`config.mk`:
```
export PLATFORM = sky130hd
export DESIGN_NAME = sfx_sequencer
export DESIGN_NICKNAME = d
export VERILOG_FILES = /design/src/rtl/sfx_sequencer.sv
export SDC_FILE = /design/constraint.sdc
export NUM_CORES = 1
export LEC_CHECK = 0
export BUFFER_PORTS_ARGS = -buffer_cell sky130_fd_sc_hd__buf_2
export CAP_MARGIN = 10
export CORE_ASPECT_RATIO = 1.1
export CORE_MARGIN = 1
export CORE_UTILIZATION = 40
export CTS_CLUSTER_DIAMETER = 80
export DETAILED_ROUTE_END_ITERATION = 6
export PLACE_DENSITY_LB_ADDON = 0.15
export SLEW_MARGIN = 40
export SYNTH_ARGS = -nofsm -noshare
export SYNTH_HDL_FRONTEND = slang
export SYNTH_SLANG_ARGS = --single-unit
```
`constraint.sdc`:
```
create_clock -name clk50mhz -period 5 [get_ports clk50mhz]
set_input_delay 0.5 -clock clk50mhz [delete_from_list [all_inputs] [get_ports clk50mhz]]
set_output_delay 0.5 -clock clk50mhz [all_outputs]
set_load 0.005 [all_outputs]
```
`src/rtl/sfx_sequencer.sv`:
```
// Sound-effect sequencer: turns game events into short note sequences and steps the
// 5-bit sine ROM address at the pitch of the current note.
module sfx_sequencer #(
  parameter int unsigned DIV_DO   = 2986,
  parameter int unsigned DIV_RE   = 2660,
  parameter int unsigned DIV_MI   = 2369,
  parameter int unsigned DIV_SOL  = 1993,
  parameter int unsigned NOTE_LEN = 2500000,
  parameter int unsigned GAP_LEN  = 250000
) (
  input  logic       clk50mhz,
  input  logic       reset_button,
  input  logic       evt_paddle,
  input  logic       evt_wall,
  input  logic       evt_brick,
  input  logic       evt_lose,
  output logic [4:0] address_audio,
  output logic [1:0] note,
  output logic       sound_on,
  output logic       busy
);

  function automatic int unsigned max2(input int unsigned a, input int unsigned b);
    return (a > b) ? a : b;
  endfunction

  localparam int unsigned DivMax = max2(max2(DIV_DO, DIV_RE), max2(DIV_MI, DIV_SOL));
  localparam int unsigned PitchW = max2($clog2(2 * DivMax), 1);
  localparam int unsigned DurMax = max2(NOTE_LEN, GAP_LEN);
  localparam int unsigned DurW   = max2($clog2(DurMax), 1);

  localparam logic [PitchW-1:0] TermDo  = PitchW'(2 * DIV_DO - 1);
  localparam logic [PitchW-1:0] TermRe  = PitchW'(2 * DIV_RE - 1);
  localparam logic [PitchW-1:0] TermMi  = PitchW'(2 * DIV_MI - 1);
  localparam logic [PitchW-1:0] TermSol = PitchW'(2 * DIV_SOL - 1);
  localparam logic [DurW-1:0]   NoteTerm = DurW'(NOTE_LEN - 1);
  localparam logic [DurW-1:0]   GapTerm  = DurW'(GAP_LEN - 1);

  // Sequence ids double as priorities: wall < paddle < brick < lose.
  function automatic logic [1:0] seq_note(input logic [1:0] seq, input logic [1:0] idx);
    logic [1:0] n;
    unique case (seq)
      2'd0: n = 2'd3;
      2'd1: n = 2'd0;
      2'd2: n = (idx == 2'd0) ? 2'd2 : 2'd3;
      2'd3: n = 2'd3 - idx;
    endcase
    return n;
  endfunction

  function automatic logic [1:0] seq_last(input logic [1:0] seq);
    logic [1:0] l;
    unique case (seq)
      2'd0: l = 2'd0;
      2'd1: l = 2'd0;
      2'd2: l = 2'd1;
      2'd3: l = 2'd3;
    endcase
    return l;
  endfunction

  typedef enum logic [1:0] {StIdle, StPlay, StGap} state_e;

  logic [3:0] evt_raw;
  logic [3:0] sync1_q, sync2_q, prev_q, rise_q;
  logic [1:0] prime_q;

  assign evt_raw = {evt_lose, evt_brick, evt_paddle, evt_wall};

  // prime_q blocks edges until the history flop holds a real post-reset sample,
  // so an event held through reset is not mistaken for a new rise.
  always_ff @(posedge clk50mhz or posedge reset_button) begin
    if (reset_button) begin
      sync1_q <= '0;
      sync2_q <= '0;
      prev_q  <= '0;
      rise_q  <= '0;
      prime_q <= '0;
    end else begin
      sync1_q <= evt_raw;
      sync2_q <= sync1_q;
      prev_q  <= sync2_q;
      rise_q  <= (prime_q == 2'd3) ? (sync2_q & ~prev_q) : 4'd0;
      if (prime_q != 2'd3) prime_q <= prime_q + 2'd1;
    end
  end

  logic       ev_valid;
  logic [1:0] ev_pri;

  always_comb begin
    ev_valid = |rise_q;
    ev_pri   = 2'd0;
    if (rise_q[3])      ev_pri = 2'd3;
    else if (rise_q[2]) ev_pri = 2'd2;
    else if (rise_q[1]) ev_pri = 2'd1;
  end

  state_e            state_q;
  logic [1:0]        seq_q, idx_q;
  logic [PitchW-1:0] pitch_q, pitch_term;
  logic [DurW-1:0]   dur_q;

  always_comb begin
    pitch_term = TermDo;
    unique case (note)
      2'd0: pitch_term = TermDo;
      2'd1: pitch_term = TermRe;
      2'd2: pitch_term = TermMi;
      2'd3: pitch_term = TermSol;
    endcase
  end

  always_ff @(posedge clk50mhz or posedge reset_button) begin
    if (reset_button) begin
      state_q       <= StIdle;
      seq_q         <= '0;
      idx_q         <= '0;
      pitch_q       <= '0;
      dur_q         <= '0;
      address_audio <= '0;
      note          <= '0;
      sound_on      <= 1'b0;
      busy          <= 1'b0;
    end else if (ev_valid && (state_q == StIdle || ev_pri >= seq_q)) begin
      state_q       <= StPlay;
      seq_q         <= ev_pri;
      idx_q         <= '0;
      pitch_q       <= '0;
      dur_q         <= '0;
      address_audio <= '0;
      note          <= seq_note(ev_pri, 2'd0);
      sound_on      <= 1'b1;
      busy          <= 1'b1;
    end else begin
      unique case (state_q)
        StIdle: ;
        StPlay: begin
          if (pitch_q == pitch_term) begin
            pitch_q       <= '0;
            address_audio <= address_audio + 5'd1;
          end else begin
            pitch_q <= pitch_q + 1'b1;
          end
          if (dur_q == NoteTerm) begin
            dur_q         <= '0;
            pitch_q       <= '0;
            address_audio <= '0;
            sound_on      <= 1'b0;
            if (idx_q == seq_last(seq_q)) begin
              state_q <= StIdle;
              idx_q   <= '0;
              note    <= '0;
              busy    <= 1'b0;
            end else begin
              state_q <= StGap;
              idx_q   <= idx_q + 2'd1;
            end
          end else begin
            dur_q <= dur_q + 1'b1;
          end
        end
        StGap: begin
          if (dur_q == GapTerm) begin
            state_q  <= StPlay;
            dur_q    <= '0;
            pitch_q  <= '0;
            note     <= seq_note(seq_q, idx_q);
            sound_on <= 1'b1;
          end else begin
            dur_q <= dur_q + 1'b1;
          end
        end
        default: state_q <= StIdle;
      endcase
    end
  end

endmodule

```
; ---- Yosys cells after proc, flatten, opt, wreduce, memory -nomap -nowiden
; Index checks and enable logic that the tools add are counted.
; W data, S select, Z words.
[totals]
regBits = 68
output_inout_bits = 9
word_cells = 113
[op_classes]
addsub = 6
n_lt_le_gt_ge = 1
eq_ne = 21
n_mux = 47
bitwise = 2
n_reduce_logical = 22
[op_table]
columns = operator, count
row1 = $mux W22, 3
row2 = $mux W13, 4
row3 = $pmux W13 S4, 1
row4 = $pmux W22 S2, 1
row5 = $mux W2, 17
row6 = $pmux W13 S2, 1
row7 = $add A22 B1 Y22 const B, 1
row8 = $eq A22 B18 Y1 const B, 1
row9 = $eq A22 B22 Y1 const B, 1
row10 = $mux W5, 4
row11 = $pmux W2 S3, 3
row12 = $eq A2 B2 Y1 const B, 8
row13 = $add A13 B1 Y13 const B, 1
row14 = $eq A13 B13 Y1, 1
row15 = $logic_not A2 Y1, 5
row16 = $mux W1, 9
row17 = $ne A3 B3 Y1 const B, 3
row18 = $reduce_and A3 Y1, 3
row19 = $eq A2 B1 Y1 const B, 4
row20 = $pmux W2 S4, 1
row21 = $reduce_and A2 Y1, 3
row22 = $reduce_bool A2 Y1, 3
row23 = $reduce_bool A3 Y1, 2
row24 = $add A5 B1 Y5 const B, 1
row25 = 16 further kinds, 18

; ---- Depth between registers and ports, before layout
; Gate-level depths: netlist of run 1.
[depth]
depth_word = 12
ltp_mapped = 10

; ---- Worst setup path before layout of run 1
; Ideal clock, no wire load.
[synth_path]
path_kind = flip-flop to flip-flop
start = reg rise_q[3]
end = reg dur_q[12]
t_arrival_ns = 2.212
required_ns = 4.868
path_slack_ns = 2.656
stages_incl_launch_ff = 11
path_buffers = 1
period_less_slack_ns = 2.344
cell_sequence = dfrtp_1 nor2_1 inv_1 ha_1 nor3_1 a311o_1 nand3_1 clkbuf_1 nand3_1 xor2_1 nor2_1
[synth_between]
elab_chain_len = 5
[synth_lines]
columns = item, line_no
row1 = from (decl), 65  ; logic [3:0] sync1_q, sync2_q, prev_q, rise_q;
row2 = from (signal assigned), 83  ; rise_q <= (prime_q == 2'd3) ? (sync2_q & ~prev_q) : 4'd0;
row3 = $mux W2 *, 94  ; if (rise_q[3]) ev_pri = 2'd3;
row4 = named net ev_pri[1], 89  ; logic [1:0] ev_pri;
row5 = $ge A2 B2 Y1 *, 125  ; end else if (ev_valid && (state_q == StIdle || ev_pri >= seq_q)) begin
row6 = $logic_or A1 B1 Y1 *, 125
row7 = $logic_and A1 B1 Y1 *, 125
row8 = $reduce_bool A3 Y1 (no source line) or $mux W22 (tied branches), --
row9 = to (signal assigned), 160  ; dur_q <= dur_q + 1'b1;
row10 = to (signal assigned), 171  ; dur_q <= dur_q + 1'b1;
row11 = to (decl), 102  ; logic [DurW-1:0] dur_q;
; The timed path passes the listed nets; every way through them passes the cells marked *.
; A chain may end at the register's enable or synchronous reset.

; ---- Worst setup path after layout of run 1
[layout_path]
start = reg rise_q[3]
end = reg dur_q[15]
; The elaborated chain is that of the path after synthesis.

==> summary.md, run 1 <==
| Metric | Value |
|---|---|
| Clk Latency, worst-skew pair | `0.34 ns` |
| Post-synth cell types | `55` |
| Pwr Total | `1.79 mW` |
| CP Launch Type | `register` |
| First-pass detailed-route iteration total | `4` |
| Reg-to-reg slack, setup | `1.93 ns` |
| Largest net degree at the start of global routing | `57` |
| P_leak | `1.78 nW` |
| RSZ-0062 raised after global routing | `no` |
| Layout Utilization | `0.470` |
| Number of max-cap violations | `0` |
| Top post-synthesis cells by area | `dfrtp_1 48%, xor2_1 6.2%, ha_1 4.9%, nor2_1 4.9%, nand4_1 3.2%` |
| Die Y | `101 microns` |
| Critical path peak fanout | `16` |
| Die ar. | `9240 sq um` |
| Fill count | `817` |
| Hold Path Class | `in -> async` |
| Post-CTS Resized | `0` |
| Area Growth Syn to Fin | `12.5%` |
| Peak supply drop | `194 uV` |
| Slew margin rel. | `0.493` |
| Outcome | `completed` |
| Antenna-violating nets left | `0` |
| Period utilization | `0.613` |
| Syn Nets | `376` |
| PwrDens | `449 nW/um^2` |
| Yosys warning count | `0` |
| Setup TNS | `0 ns` |
| GPL Wtd Cong | `0.787` |
| I/O Buffers | `14` |
| GR Overflow Total | `0` |
| Via density | `5.49` |
| Post-synth top area share | `0.480` |
| Gate Count Post-Synth | `356` |
| Clock Skew | `0.00962 ns` |
| Dpl ws | `1.98 ns` |
| Number of global-route vias before repair | `2687` |
| Number of synthesized flops with an enable pin | `0` |
| Highest-delay cell along the critical path | `nand3_1` |
| Residual DRC | `0` |
| H-Tree Depth | `3` |
| Hold Worst Slack | `0.0815 ns` |
| First-pass GRT wire length | `12.9 mm` |
| Synth Register Bits | `68` |
| Initial core utilization | `0.417` |
| CTS Buf Count | `9` |
| Reg2Reg Depth | `9` |
| Post-synthesis async set-or-reset flop share | `1.00` |
| Final instance area | `3990 sq um` |
| Crit. End Element | `register` |
| Post-synth top cells | `68 x dfrtp_1, 46 x nor2_1, 25 x xor2_1` |
| Total GRT Usage | `0.178` |
| Worst EP arrival | `3.26 ns` |
| # diodes | `0` |
| TritonCTS clock tree | `built` |
| Clk sinks | `68` |
| Worst EP required | `5.19 ns` |
| Fin crit period | `3.07 ns` |
| WL/cell | `15.2 microns` |
| CTS clk-pin slew, worst paths | `0.07 ns` |
| Max incr delay on CP | `0.57 ns` |
| Number of top-level pins | `15` |
| Max Fclk | `0.326 GHz` |
| Worst Tran Pin Value | `0.754 ns` |
| WS Path Type | `reg -> reg` |
| CTS Hold Bufs | `0` |
| HPWL after DPL | `5.20 mm` |
| DP Area | `3740 sq um` |
| Fraction of layout cells with a size suffix above 1 | `0.126` |
| Clock Path Buffers | `2` |
| Yosys top cell by area | `dfrtp_1` |
| Seq/Total Area, Yosys | `0.480` |
| Final setup viols | `0` |
| Die X | `91.8 microns` |
| Final-stage net count | `397` |
| Syn_area_per_cell | `9.96 sq um` |
| Top_reg_cell synth | `dfrtp_1` |
| Post-CTS setup buffer count | `0` |
| Initial DRC Count | `143` |
| Root Driver | `clkbuf_8` |
| Top cell by count, worst path | `o21ai_0` |
| R2r endpoint | `dur_q[15]` |
| Detailed Route WL | `7.52 mm` |
| Final hold violation count | `0` |
| Placed insts | `477` |
| Final std cells w/o fill | `493` |
| Core box area | `8500 sq um` |
| Mapped Area | `3540 sq um` |
| Worst path cell trace | `nor2_1 > inv_1 > ha_1 > nor3b_1 > a311o_1 > nand3_1 > and3_1 > o21ai_0 > o21ai_0` |
| Cell row count | `35` |
| Antenna violations before repair | `0` |
| Setup ws final | `1.93 ns` |
| Via count | `2705` |
| Worst r2r src | `rise_q[3]` |
| Max Transition Viols Final | `0` |
| Leading cell type by number of instances after synthesis | `dfrtp_1` |
==> worst max path at each step <==
stage	cells after the start	slack (ns)	start	endpoint
finish	9	1.93	rise_q[3]	dur_q[15]
global route	9	1.75	rise_q[3]	dur_q[15]
CTS	9	1.96	rise_q[3]	dur_q[15]
detailed placement	9	1.98	rise_q[3]	dur_q[15]
global placement	9	2.05	rise_q[3]	dur_q[15]
floorplan	10	2.66	rise_q[3]	dur_q[12]
==> cell usage in the layout (no fill, tap or decap), drive strengths merged, types with 3 or more instances in the layout <==
master and count:
nand2 18, a21oi 11, clkbuf 13, o21ai 17
xnor2 7, and2 6, inv 20, nor2 47
ha 14, a311oi 3, nor4 6, buf 17
xor2 25, nor3b 4, nor3 6, and3b 6
dfrtp 68, mux2 3, and3 9, nand4 18
or4 5, nand3 21
==> cells by family after synthesis <==
logic type	Yosys count	share of synthesized area
flip-flops	68	0.480
buffers and inverters	27	0.0318
adder cells (fa/ha/maj)	14	0.0494
AO/OA/AOI/OAI	53	0.105
multiplexers	5	0.0152
AND/OR/NAND/NOR	157	0.239
XOR/XNOR	32	0.0791
==> cell type report <==
| cell class | instances | area [sq um] | area share |
|---|---|---|---|
| Multi-Input combinational cell | 261 | 1740 | 0.437 |
| Clock inverter | 3 | 67.6 | 0.0169 |
| Timing Repair Buffer | 17 | 92.6 | 0.0232 |
| Clock buffer | 13 | 169 | 0.0423 |
| Sequential cell | 68 | 1700 | 0.427 |
| Tap cell | 111 | 139 | 0.0348 |
| Inverter | 20 | 75.1 | 0.0188 |
==> routing by layer <==
layer | part of all wire | GRT usage | up-vias | wire length (microns)
li1 | - | - | 1316 | -
met1 | 0.49 | 0.244 | 1332 | 3700
met2 | 0.46 | 0.276 | 50 | 3480
met3 | 0.034 | 0.0445 | 7 | 253
met4 | 0.012 | 0.0589 | 0 | 92
met5 | 0 | 0 | - | 0
==> sequential cells by signal, indices dropped and copies added, names as in the netlist <==
name and cells:
sync2_q 4, seq_q 2, rise_q 4, dur_q 22, idx_q 2, address_audio 5, note 2, sound_on 1
prev_q 4, state_q 2, pitch_q 13, sync1_q 4, busy 1, prime_q 2
==> power breakdown <==
part / switching [mW] / internal [mW]
clock network: 0.210 / 0.322
logic: 0.386 / 0.207
registers: 0.0623 / 0.605
==> worst max-delay path: cells and delay by family, from the launching register on <==
kind | cells | cell delay (ns)
adders and majority gates | 1 | 0.20
buffers and inverters | 1 | 0.07
AOI/OAI and AO/OA | 3 | 0.73
DFF | 1 | 0.42
and+or+nand+nor | 4 | 1.50
Note: power is estimated with default switching activity, not from simulation.
==> run 2: changes to the inputs <==
ABC_AREA = 1   (was unset)
clock period = 2.85 ns   (was 5 ns; I/O delays follow)
==> summary.md, run 2 <==
| Metric | Value |
|---|---|
| Peak supply drop | `396 uV` |
| Crit path max-delay family | `simple AND/OR/NAND/NOR gates` |
| Final hold violation count | `2` |
| Die X | `98.0 microns` |
| Worst path buffer plus inverter count | `3` |
| Fin crit period | `2.47 ns` |
| Top post-synthesis cells by area | `dfrtp_1 42%, nand2_1 14%, nor2_1 7.6%, inv_1 7.3%, nand3_1 5.6%` |
| Synth Register Bits | `68` |
| TritonCTS clock tree | `built` |
| GPL Wtd Cong | `0.807` |
| Period utilization | `0.868` |
| Max Fclk | `0.404 GHz` |
| Post-synth top area share | `0.420` |
| Clk Latency, worst-skew pair | `0.35 ns` |
| Yosys warning count | `0` |
| WS Path Type | `reg -> reg` |
| GR Overflow Total | `0` |
| Failing checks | `design-rule violations, negative hold slack` |
| Detailed Route WL | `8.59 mm` |
| Die ar. | `10500 sq um` |
| Core box area | `9840 sq um` |
| H-Tree Depth | `3` |
| Post-CTS setup buffer count | `0` |
| Pwr Total | `3.30 mW` |
| Post-synthesis async set-or-reset flop share | `1.00` |
| Area Growth Syn to Fin | `10.2%` |
| Mapped Area | `4050 sq um` |
| Total GRT Usage | `0.182` |
| Largest net degree at the start of global routing | `69` |
| Worst Tran Pin Value | `0.441 ns` |
| R2r endpoint | `pitch_q[8]` |
| Residual DRC | `3` |
| Slew margin rel. | `0.704` |
| P_leak | `2.22 nW` |
| Multi-input logic area | `1960 sq um` |
| Regs by FF count | `dur_q x22, pitch_q x13, address_audio x5` |
| Clock Skew | `0.0107 ns` |
| Hold Path Class | `in -> async` |
| Largest register by flop count | `dur_q` |
| Leading cell type by number of instances after synthesis | `nand2_1` |
| Root Driver | `clkbuf_8` |
| Reg2Reg Depth | `13` |
| Number of top-level pins | `15` |
| Top_reg_cell synth | `dfrtp_1` |
| Reg-to-reg slack, setup | `0.38 ns` |
| Antenna-violating nets left | `0` |
| Die Y | `108 microns` |
| RSZ-0062 raised after global routing | `no` |
| Top cell by count, worst path | `nand2_1` |
| Highest-delay cell along the critical path | `dfrtp_1` |
| Worst EP required | `3.13 ns` |
| Clock Path Buffers | `2` |
| Cell row count | `38` |
| Gate Count Post-Synth | `559` |
| Final-stage net count | `598` |
| Outcome | `complete, but fails checks` |
| Syn_area_per_cell | `7.25 sq um` |
| Post-synth cell types | `33` |
| Max reg flops | `22` |
| Post-synth top cells | `147 x nand2_1, 82 x nor2_1, 79 x inv_1` |
| Commonest cells after routing, fill and taps aside | `147 x nand2_1, 82 x nor2_1, 78 x inv_1` |
| Initial DRC Count | `162` |
| Max Transition Viols Final | `0` |
| Worst Setup EP | `pitch_q[8]` |
| Fill count | `1020` |
| CTS Buf Count | `9` |
| Critical Path Source | `rise_q[3]` |
| First-pass GRT wire length | `15.2 mm` |
| # diodes | `0` |
| Antenna violations before repair | `0` |
| CTS Hold Bufs | `0` |
| CP Launch Type | `register` |
| Number of synthesized flops with an enable pin | `0` |
| First-pass detailed-route iteration total | `6` |
| Worst EP arrival | `2.75 ns` |
| Via count | `3459` |
| Worst r2r src | `rise_q[3]` |
| PwrDens | `739 nW/um^2` |
| Setup TNS | `0 ns` |
| Most common cell after layout, fill and taps aside | `nand2_1` |
| Reg area | `1700 sq um` |
| Clk sinks | `68` |
| Critical path peak fanout | `21` |
| Max incr delay on CP | `0.39 ns` |
| Hold Worst Slack | `-0.00309 ns` |
| Syn Nets | `579` |
| Number of global-route vias before repair | `3226` |
| Worst path cell trace | `nor2_1 > inv_1 > ha_1 > nand2_1 > nand2_1 > nand2_2 > nand3_4 > nand2_4 > buf_4 > clkinv_2 > nand2_1 > nand2_1 > nor2_1` |
| Initial core utilization | `0.412` |
| Yosys top cell by area | `dfrtp_1` |
| Via density | `4.92` |
| CTS clk-pin slew, worst paths | `0.09 ns` |
| Final std cells w/o fill | `703` |
| Seq/Total Area, Yosys | `0.420` |
| Final setup viols | `0` |
| Number of max-cap violations | `0` |
| Crit. End Element | `register` |
| WL/cell | `12.2 microns` |
| Post-CTS Resized | `0` |
| I/O Buffers | `14` |
| Cell count along the critical path | `13` |
| Fraction of layout cells with a size suffix above 1 | `0.111` |
| Placed insts | `687` |
| HPWL after DPL | `6.27 mm` |
-- run 2: kinds of logic after synthesis --
logic type,Yosys count,synth area share
AND/OR/NAND/NOR,323,0.352
AO/OA/AOI/OAI,47,0.0652
buffers and inverters,96,0.0951
XOR/XNOR,10,0.0216
flip-flops,68,0.420
adder cells (fa/ha/maj),14,0.0432
multiplexers,1,0.00278
-- run 2: worst min-delay path by stage --
| stage | from | endpoint | depth (start not counted) |
|---|---|---|---|
| final | reset_button | sync1_q[0] | 3 |
| after global routing | evt_paddle | sync1_q[1] | 1 |
| after CTS | reset_button | sync1_q[0] | 3 |
| after detailed placement | sync1_q[0] | sync2_q[0] | 0 |
| after global placement | sync1_q[1] | sync2_q[1] | 0 |
| after floorplan | evt_wall | sync1_q[0] | 0 |
-- run 2: power by group --
part / switching (mW) / internal, mW / total [mW]
sequential: 0.0965 / 1.07 / 1.17
clock: 0.428 / 0.419 / 0.847
combinational: 0.872 / 0.413 / 1.29
total: 1.40 / 1.90 / 3.30
-- run 2: metrics by stage --
step                      setup WS [ns]  hold WS, ns  instance area [sq um]   util
after floorplan                   0.853        0.316                   4050      -
after global placement            0.478        0.334                   4260  0.432
after detailed placement          0.379        0.336                   4260  0.432
after CTS                         0.368       0.0108                   4460  0.453
after global routing             0.0485       0.0120                   4460  0.453
final                             0.376     -0.00309                   4460  0.453
-- run 2: layout make-up --
type	count	share of cell area
flip-flops and latches	68	0.381
clock inverters	7	0.0185
inverters	85	0.0718
well taps	120	0.0336
multi-input cells	395	0.440
repair buffers	19	0.0269
clock buffers	9	0.0278
-- run 2: layer usage --
| layer | global-route usage | part of all wire | vias up |
|---|---|---|---|
| met2 | 0.294 | 0.47 | 66 |
| li1 | - | - | 1796 |
| met1 | 0.247 | 0.48 | 1592 |
| met3 | 0.0377 | 0.040 | 5 |
| met5 | 0 | 0 | - |
| met4 | 0.0487 | 0.0089 | 0 |
-- run 2: worst min-delay path, stage by stage --
cell and delay, ns:
buf_2 0.10, inv_2 0.06, buf_12 0.31
